## src/rtl/obi_ext_sram_bridge_pkg.sv

```systemverilog
// Shared types for the OBI-to-byte-wide external SRAM bridge.
package obi_sram_pkg;

  typedef enum logic [1:0] {
    IDLE,
    XFER,
    TAIL,
    RESP
  } state_t;

  localparam int unsigned BYTES_PER_WORD = 4;

  typedef enum logic {
    PORT_INSTR = 1'b0,
    PORT_DATA  = 1'b1
  } port_t;

endpackage

```

## src/rtl/obi_rr_arb2.sv

```systemverilog
// Two-way round-robin arbiter; bit 0 = instr, bit 1 = data.
module obi_rr_arb2
  import obi_sram_pkg::*;
(
  input  logic       clk,
  input  logic       rst_n,
  input  logic       en,
  input  logic [1:0] req,
  output logic [1:0] gnt,
  output logic       winner
);

  port_t last;
  port_t pick;

  // Pick the sole requester, or on a tie the port that did not win last time.
  always_comb begin
    pick = PORT_DATA;
    case (req)
      2'b01:   pick = PORT_INSTR;
      2'b10:   pick = PORT_DATA;
      2'b11:   pick = (last == PORT_INSTR) ? PORT_DATA : PORT_INSTR;
      default: pick = PORT_DATA;
    endcase
    gnt = '0;
    if (en && (req != 2'b00)) gnt[pick] = 1'b1;
  end

  assign winner = pick;

  // Remember the last granted port; reset to instr so data wins the first tie.
  always_ff @(posedge clk or negedge rst_n) begin
    if (!rst_n) last <= PORT_INSTR;
    else if (|gnt) last <= pick;
  end

endmodule

```

## src/rtl/obi_ext_sram_bridge.sv

```systemverilog
// Bridges the instr/data OBI ports onto a byte-wide external SRAM:
// one granted word access becomes four byte strobes, then one rvalid pulse.
module obi_ext_sram_bridge
  import obi_sram_pkg::*;
#(
  parameter int unsigned ADDR_W = 32
) (
  input  logic              clk_i,
  input  logic              rst_ni,
  input  logic              instr_req_i,
  input  logic [31:0]       instr_addr_i,
  output logic              instr_gnt_o,
  output logic              instr_rvalid_o,
  output logic [31:0]       instr_rdata_o,
  input  logic              data_req_i,
  input  logic [31:0]       data_addr_i,
  input  logic              data_we_i,
  input  logic [3:0]        data_be_i,
  input  logic [31:0]       data_wdata_i,
  output logic              data_gnt_o,
  output logic              data_rvalid_o,
  output logic [31:0]       data_rdata_o,
  output logic [ADDR_W-1:0] ext_sram_addr,
  output logic              ext_sram_read,
  output logic              ext_sram_write,
  output logic [7:0]        ext_sram_wdata,
  input  logic [7:0]        ext_sram_rdata
);

  state_t      state, state_n;
  logic [1:0]  idx, idx_n;

  logic [29:0] addr_q;
  logic        we_q;
  logic [3:0]  be_q;
  logic [31:0] wdata_q;
  port_t       port_q;

  logic [31:0] rbuf;
  logic        rd_pend;
  logic [1:0]  rd_idx;

  logic [1:0]  arb_gnt;
  logic        arb_winner;

  logic [29:0] req_addr;
  logic        req_we;
  logic [3:0]  req_be;
  logic [31:0] req_wdata;

  logic [31:0]       strobe_addr;
  logic [ADDR_W-1:0] addr_n;
  logic              read_n;
  logic              write_n;
  logic [7:0]        wdata_n;

  // Word-aligned access only; the top byte of rbuf feeds straight through on RESP entry.
  logic unused_bits;
  assign unused_bits = ^{instr_addr_i[1:0], data_addr_i[1:0], rbuf[31:24]};

  obi_rr_arb2 u_arb (
    .clk    (clk_i),
    .rst_n  (rst_ni),
    .en     (state == IDLE),
    .req    ({data_req_i, instr_req_i}),
    .gnt    (arb_gnt),
    .winner (arb_winner)
  );

  assign instr_gnt_o = arb_gnt[0];
  assign data_gnt_o  = arb_gnt[1];

  // Select the winning port's request; fetches are full-word loads.
  always_comb begin
    if (arb_winner == PORT_DATA) begin
      req_addr  = data_addr_i[31:2];
      req_we    = data_we_i;
      req_be    = data_be_i;
      req_wdata = data_wdata_i;
    end else begin
      req_addr  = instr_addr_i[31:2];
      req_we    = 1'b0;
      req_be    = 4'hF;
      req_wdata = '0;
    end
  end

  // Byte sequencer: next state plus next values of the registered strobe outputs.
  // Strobes for lane k are computed one cycle early so they appear registered.
  always_comb begin
    state_n     = state;
    idx_n       = idx;
    strobe_addr = '0;
    addr_n      = ext_sram_addr;
    read_n      = 1'b0;
    write_n     = 1'b0;
    wdata_n     = ext_sram_wdata;
    case (state)
      IDLE: begin
        if (|arb_gnt) begin
          state_n     = XFER;
          idx_n       = '0;
          strobe_addr = {req_addr, 2'b00};
          addr_n      = strobe_addr[ADDR_W-1:0];
          read_n      = !req_we;
          write_n     = req_we & req_be[0];
          wdata_n     = req_wdata[7:0];
        end
      end
      XFER: begin
        if (idx == 2'(BYTES_PER_WORD - 1)) begin
          state_n = TAIL;
        end else begin
          idx_n       = idx + 2'd1;
          strobe_addr = {addr_q, idx_n};
          addr_n      = strobe_addr[ADDR_W-1:0];
          read_n      = !we_q;
          write_n     = we_q & be_q[idx_n];
          wdata_n     = wdata_q[8*idx_n +: 8];
        end
      end
      TAIL:    state_n = RESP;
      RESP:    state_n = IDLE;
      default: state_n = IDLE;
    endcase
  end

  // State and lane index register.
  always_ff @(posedge clk_i or negedge rst_ni) begin
    if (!rst_ni) begin
      state <= IDLE;
      idx   <= '0;
    end else begin
      state <= state_n;
      idx   <= idx_n;
    end
  end

  // Latch the granted request for the duration of the transfer.
  always_ff @(posedge clk_i or negedge rst_ni) begin
    if (!rst_ni) begin
      addr_q  <= '0;
      we_q    <= 1'b0;
      be_q    <= '0;
      wdata_q <= '0;
      port_q  <= PORT_INSTR;
    end else if ((state == IDLE) && (|arb_gnt)) begin
      addr_q  <= req_addr;
      we_q    <= req_we;
      be_q    <= req_be;
      wdata_q <= req_wdata;
      port_q  <= port_t'(arb_winner);
    end
  end

  // Registered external SRAM strobes.
  always_ff @(posedge clk_i or negedge rst_ni) begin
    if (!rst_ni) begin
      ext_sram_addr  <= '0;
      ext_sram_read  <= 1'b0;
      ext_sram_write <= 1'b0;
      ext_sram_wdata <= '0;
    end else begin
      ext_sram_addr  <= addr_n;
      ext_sram_read  <= read_n;
      ext_sram_write <= write_n;
      ext_sram_wdata <= wdata_n;
    end
  end

  // Read bytes arrive the cycle after their strobe; capture them into their lane.
  always_ff @(posedge clk_i or negedge rst_ni) begin
    if (!rst_ni) begin
      rd_pend <= 1'b0;
      rd_idx  <= '0;
      rbuf    <= '0;
    end else begin
      rd_pend <= ext_sram_read;
      rd_idx  <= idx;
      if (rd_pend) rbuf[8*rd_idx +: 8] <= ext_sram_rdata;
    end
  end

  // Response: one rvalid pulse on the owner; loads update that port's rdata.
  // The lane-3 byte is still on the bus when RESP is entered, so it bypasses rbuf.
  always_ff @(posedge clk_i or negedge rst_ni) begin
    if (!rst_ni) begin
      instr_rvalid_o <= 1'b0;
      data_rvalid_o  <= 1'b0;
      instr_rdata_o  <= '0;
      data_rdata_o   <= '0;
    end else begin
      instr_rvalid_o <= (state == TAIL) && (port_q == PORT_INSTR);
      data_rvalid_o  <= (state == TAIL) && (port_q == PORT_DATA);
      if ((state == TAIL) && !we_q) begin
        if (port_q == PORT_INSTR) instr_rdata_o <= {ext_sram_rdata, rbuf[23:0]};
        else data_rdata_o <= {ext_sram_rdata, rbuf[23:0]};
      end
    end
  end

endmodule
```

## config.mk

```make
export PLATFORM = sky130hd
export DESIGN_NAME = obi_ext_sram_bridge
export DESIGN_NICKNAME = d
export VERILOG_FILES = /design/src/rtl/obi_ext_sram_bridge_pkg.sv /design/src/rtl/obi_rr_arb2.sv /design/src/rtl/obi_ext_sram_bridge.sv
export SDC_FILE = /design/constraint.sdc
export NUM_CORES = 1
export LEC_CHECK = 0
export CAP_MARGIN = 20
export CORE_AREA = 10 10 179 97
export CTS_CLUSTER_DIAMETER = 120
export DETAILED_ROUTE_END_ITERATION = 16
export DIE_AREA = 0 0 189 107
export DONT_BUFFER_PORTS = 1
export PLACE_DENSITY = 0.75
export SYNTH_ARGS = -nofsm -noshare
export SYNTH_HDL_FRONTEND = slang
export SYNTH_SLANG_ARGS = --single-unit
export TNS_END_PERCENT = 10
```

## constraint.sdc

```tcl
create_clock -name clk_i -period 2.6 [get_ports clk_i]
set_input_delay 0.78 -clock clk_i [delete_from_list [all_inputs] [get_ports clk_i]]
set_output_delay 0.78 -clock clk_i [all_outputs]
set_load 0.005 [all_outputs]
```

### Word level (Yosys, flattened, before mapping)

Cells that the tools add are included.

| storage, ports and cells | value |
|---|---|
| register bits | 216 |
| latch bits | 0 |
| memory bits (writable) | 0 |
| bits in read-only memories | 0 |
| bits of input ports | 113 |
| output and inout port bits | 110 |
| word-level logic and storage cells | 85 |
| memories kept | 0 |

| operators by class | value |
|---|---|
| $add $sub $neg | 2 |
| $mul | 0 |
| div/mod/pow operators | 0 |
| order comparisons | 3 |
| equal/unequal tests | 9 |
| shift-type cells | 3 |
| mux-type cells | 30 |
| bitwise gates (word level) | 3 |
| reduce and logical (&&, ||, !) cells | 16 |

Operators by type and width:

| cell | number |
|---|---|
| 2-to-1 mux 32 bit | 3 |
| one-hot mux 32 bit (2 select lines) | 1 |
| negator 5 -> 34 bit | 1 |
| variable shift 8 x 34 -> 32 bit (first input constant) | 1 |
| variable part select 8 x 34 -> 32 bit | 1 |
| bitwise mux 32 bit | 1 |
| variable part select 32 x 6 -> 8 bit | 1 |
| 2-to-1 mux 30 bit | 1 |
| 2-to-1 mux 8 bit | 2 |
| one-hot mux 8 bit (2 select lines) | 1 |
| 2-to-1 mux 2 bit | 5 |
| equality test 2 bit (second input constant) | 4 |
| 2-to-1 mux 1 bit | 8 |
| one-hot mux 2 bit (4 select lines) | 1 |
| logical AND 1 bit | 6 |
| inequality test 2 bit (second input constant) | 3 |
| one-hot mux 1 bit (2 select lines) | 3 |
| AND reduction 2 bit | 3 |
| equality test 2 x 1 -> 1 bit (second input constant) | 2 |
| 2-to-1 mux 4 bit | 1 |
| one-hot mux 2 bit (2 select lines) | 1 |
| nonzero test 2 bit | 2 |
| < comparator 2 x 3 -> 1 bit (second input constant) | 1 |
| AND reduction 3 bit | 1 |
| other kinds (10) | 12 |

### Logic depth before layout (Yosys ltp)

| depth | value |
|---|---|
| depth in word-level cells | 10 |
| mapped depth | 7 |
| depth with buffers taken out | 6 |

### Hierarchy

Synthesis repeated with hierarchy kept, for this count alone.

| second synthesis, totals | value |
|---|---|
| cell total of the unflattened synthesis | 727 |
| area total of the unflattened synthesis | 8802.2 um^2 |

By module, submodules not included:

| module | times used | cells an instance | area an instance (um^2) | seq. area each (um^2) |
|---|---|---|---|---|
| obi_ext_sram_bridge | 1 | 719 | 8738.4 | 5129.9 |
| obi_rr_arb2 | 1 | 8 | 63.8 | 25.0 |

### Worst setup path after synthesis

OpenSTA, ideal clock, no wires.

| timing path | value |
|---|---|
| path kind | input to output |
| from | in data_req_i |
| to | out data_gnt_o |
| arrival time | 1338 ps |
| data required time | 1820 ps |
| slack | 482 ps |
| cell stages on the path | 4 |
| path buffers | 1 |
| path through | and2_1 -> nand2_1 -> inv_2 -> buf_2 |

| on the way | value |
|---|---|
| longest elaborated chain between the ends | 7 |
| elaborated cells on any way between the ends | 11 |
| classes of those cells | order compare: 2; eq/ne: 2; mux: 4; reduce/logical: 3 |

Ends and longest elaborated chain:

| what | RTL line | source |
|---|---|---|
| start: declaration | obi_ext_sram_bridge.sv:15 | `input logic data_req_i,` |
| equality test 2 bit / equality test 2 x 1 -> 1 bit (equally long branches) | obi_rr_arb2.sv:19 | `case (req)` |
| one-hot mux 1 bit (2 select lines) | obi_rr_arb2.sv:19 |  |
| < comparator 1 x 2 -> 1 bit (implied by the code) / greater-or-equal comparator 1 bit (equally long branches) | obi_rr_arb2.sv:26 | `if (en && (req != 2'b00)) gnt[pick] = 1'b1;` |
| logical AND 1 bit (implied by the code) | obi_rr_arb2.sv:26 |  |
| 2-to-1 mux 1 bit (implied by the code) | obi_rr_arb2.sv:26 |  |
| demux 1 bit (select 1 bit) | - |  |
| 2-to-1 mux 2 bit (*) | obi_rr_arb2.sv:26 |  |
| end: declaration | obi_ext_sram_bridge.sv:20 | `output logic data_gnt_o,` |

Mark *: on every way between the ends. The rest lies on a longest branch, timed or not.

### Final worst setup path

| timing path | value |
|---|---|
| from | reg state[0] |
| to | out data_gnt_o |

| on the way | value |
|---|---|
| longest elaborated chain between the ends | 3 |

Ends and longest elaborated chain:

| what | RTL line | source |
|---|---|---|
| start: declaration | obi_ext_sram_bridge.sv:30 | `state_t state, state_n;` |
| start signal: assignment | obi_ext_sram_bridge.sv:134 | `state <= state_n;` |
| logical NOT 2 bit | - |  |
| logical AND 1 bit | obi_rr_arb2.sv:26 |  |
| 2-to-1 mux 2 bit | obi_rr_arb2.sv:26 |  |

No other way between the ends.

==> impl_metrics.tcl <==
set metrics [dict create \
    drc 0 \
    synth_top_area_share_pct 61.03 \
    setup.worst_path.class "flip-flop to output port" \
    post_synth_main_area_contributors "dfrtp_1 61%, mux2_1 8.5%, a22o_1 5.8%" \
    reg2reg_from "state[1]" \
    num-fill-cells 1062 \
    first_iter_violations 406 \
    dpl.cell_count 804 \
    powerDensity_nw_per_um2 1287 \
    maxCapViolCount 0 \
    finalNonFillerCells 838 \
    worstSetupStartpointType "flip-flop" \
    ant_nets 0 \
    cts.sinks 206 \
    fmax_mhz 403.5 \
    hold_viol 0 \
    antenna_found_initial 0 \
    finalSetupTns_ps 0 \
    cp_data_required_time_ps 1820 \
    cts_tree "built" \
    initial_utilization_pct 59.34 \
    syn_avg_cell_area_sq_um 13.34 \
    via_per_inst 5.970 \
    status "complete, no violations" \
    critPathSlowestCell "dfrtp_1" \
    wl_per_cell_microns 23.16 \
    gp_congestion 0.7574 \
    synth_edf_count 0 \
    diodes 0 \
    first_pass_iters 4 \
    dieHeight_microns 107 \
    grt_pass1_vias 5340 \
    row_count 31 \
    die_x_microns 189 \
    port_buffers 0 \
    dpl_cell_area_sq_um 8616 \
    io_pins 223 \
    slew_headroom_pct 32.63 \
    dieArea_sq_um 20220 \
    synth_flop_cell "dfrtp_1" \
    yosysMostFrequentCell "dfrtp_1" \
    critPathMaxFanout 7 \
    p_leak_nw 4.420 \
    crit_chain "inv_1, ha_2, and2_1, nand2_2, inv_2" \
    ff2ff_path_depth 6 \
    rsz0062_at_grt "no" \
    ys_types 32 \
    yosysWarningCount 0 \
    finalSetupViolations 0 \
    cts_htree_levels 1 \
    maxSlewViolCount 0 \
    end_kind "output port" \
    cp_slowest_stage_delay_ps 390 \
    async_flop_share_pct 100.0 \
    r2r-end "ext_sram_addr[5]" \
    core_sq_um 14230 \
    numCtsBuffers 19 \
    grt_pass1_wl_mm 30.64 \
    cts-root-buf "clkbuf_16" \
    synth_top_area_cell "dfrtp_1" \
    highest_layer "met4" \
    hpwl_mm 13.31 \
    wirelength_mm 19.41 \
    cts.clk_slew.worst_paths_ps 70 \
    syn_nets 755 \
    cp.arrival_ps 1700 \
    grt_max_degree 207 \
    skew_ps 7.002 \
    hold_slack_ps 13.71 \
    synthesis.instances 633 \
    synth_seq_area_share_pct 61.03 \
    worst_pin_slew_ps 1008 \
    grt_usage_pct 18.69 \
    ys_ff_latch 206 \
    wl_met2_mm 9.465 \
    wl_met3_mm 1.633 \
    hold_path.class "input port to async pin" \
    clkLatencyLatePin_ps 480 \
    gr-total-overflow 0 \
    syn_to_final_growth_pct 9.258 \
    cp_num_cells 5 \
    reg2reg_slack_ps 440 \
    cp.buffers_inverters 2 \
    min_period_ps 2478 \
    fin_area_sq_um 9229 \
    critPathLaunch "state[0]" \
    vias 5003 \
    nNetsFinal 750 \
    cts_buffer_depth 3 \
    ir_drop_mv 0.6420 \
    path_delay_family "flip-flops" \
    syn_area_sq_um 8447 \
    postCtsSetupBuffers 0 \
    min_period_over_period_pct 95.32 \
    drive_gt1_share_pct 10.16 \
    ys_top_cells_by_count "206 x dfrtp_1, 68 x nand2_1, 64 x mux2_1" \
    wl_met1_mm 8.011 \
    worstSetupEndpoint "data_gnt_o" \
]
worst min path at each step:
stage                     slack, ps          end          start  cells after the start
final                            10  wdata_q[19]         rst_ni                      0
after global routing            -20      be_q[2]         rst_ni                      0
after CTS                       -20    addr_q[5]         rst_ni                      0
after detailed placement        450      rd_pend  ext_sram_read                      0
after global placement          440      rd_pend  ext_sram_read                      0
after floorplan                 380      rd_pend  ext_sram_read                      0
metrics by stage:
| stage | setup WS (ps) | utilization (%) | power [mW] |
|---|---|---|---|
| global route | 0.2338 | 64.83 | 12.69 |
| finish | 121.8 | 64.83 | 11.87 |
| floorplan | 482.1 | - | 8.277 |
| global placement | 450.5 | 60.53 | 9.111 |
| CTS | 82.30 | 64.64 | 12.00 |
| detailed placement | 422.8 | 60.53 | 9.344 |
flip-flops by register name (all words and copies together), names as in the netlist:
signal,flops
rd_pend,1
rbuf,24
ext_sram_write,1
data_rdata_o,32
instr_rvalid_o,1
u_arb.last,1
we_q,1
addr_q,30
wdata_q,32
idx,1
state,2
be_q,4
ext_sram_read,1
ext_sram_addr,31
data_rvalid_o,1
rd_idx,2
ext_sram_wdata,8
instr_rdata_o,32
port_q,1
cells in the final DEF, fill, tap and decap left out, types with 2 or more instances in the layout:
| master | n |
|---|---|
| a221o_1 | 8 |
| a22o_1 | 56 |
| and2_1 | 3 |
| buf_12 | 2 |
| buf_4 | 8 |
| clkbuf_1 | 5 |
| clkbuf_16 | 19 |
| clkbuf_8 | 4 |
| clkinv_2 | 3 |
| dfrtp_1 | 206 |
| ha_1 | 8 |
| inv_1 | 35 |
| inv_2 | 3 |
| mux2_1 | 64 |
| mux2i_1 | 30 |
| mux4_2 | 9 |
| nand2_1 | 67 |
| nand2b_1 | 2 |
| nor2_1 | 7 |
| nor2b_1 | 10 |
| nor4b_4 | 3 |
| o21ai_1 | 34 |
| o21ai_4 | 2 |
| o221ai_1 | 30 |
| o22a_1 | 5 |
area by class of cell:
type	count	area, sq um	area share, %
multi-input combinational	352	2975	32.24
inverter	38	142.6	1.546
timing repair buffer	11	127.6	1.383
sequential	206	5155	55.86
clock inverter	5	31.28	0.3389
clock buffer	28	549.3	5.952
tap	198	247.7	2.684
kinds of logic after synthesis:
group | count (synthesis) | synth area share [%]
muxes | 104 | 14.62
DFF | 206 | 61.03
AOI/OAI and AO/OA | 139 | 12.95
and+or+nand+nor | 100 | 5.836
adders and majority gates | 9 | 1.333
buffers and inverters | 75 | 4.236
repair_timing:
item / 4_1_cts / 5_1_grt
hold endpoints to repair: 206 / 52
resized for setup: 2 / 0
endpoints found under the setup margin: 1 / 0
metal layers:
metal  GRT usage, %  up-vias
met3          7.277       23
li1               -     2261
met5              0        -
met2          30.82      152
met1          22.99     2567
met4          4.223        0
power by group:
group	internal, mW	switching (mW)
clock network	1.47	1.17
logic	1.71	1.85
registers	4.62	1.06
total	7.80	4.07
Note: power is estimated with default switching activity, not from simulation.
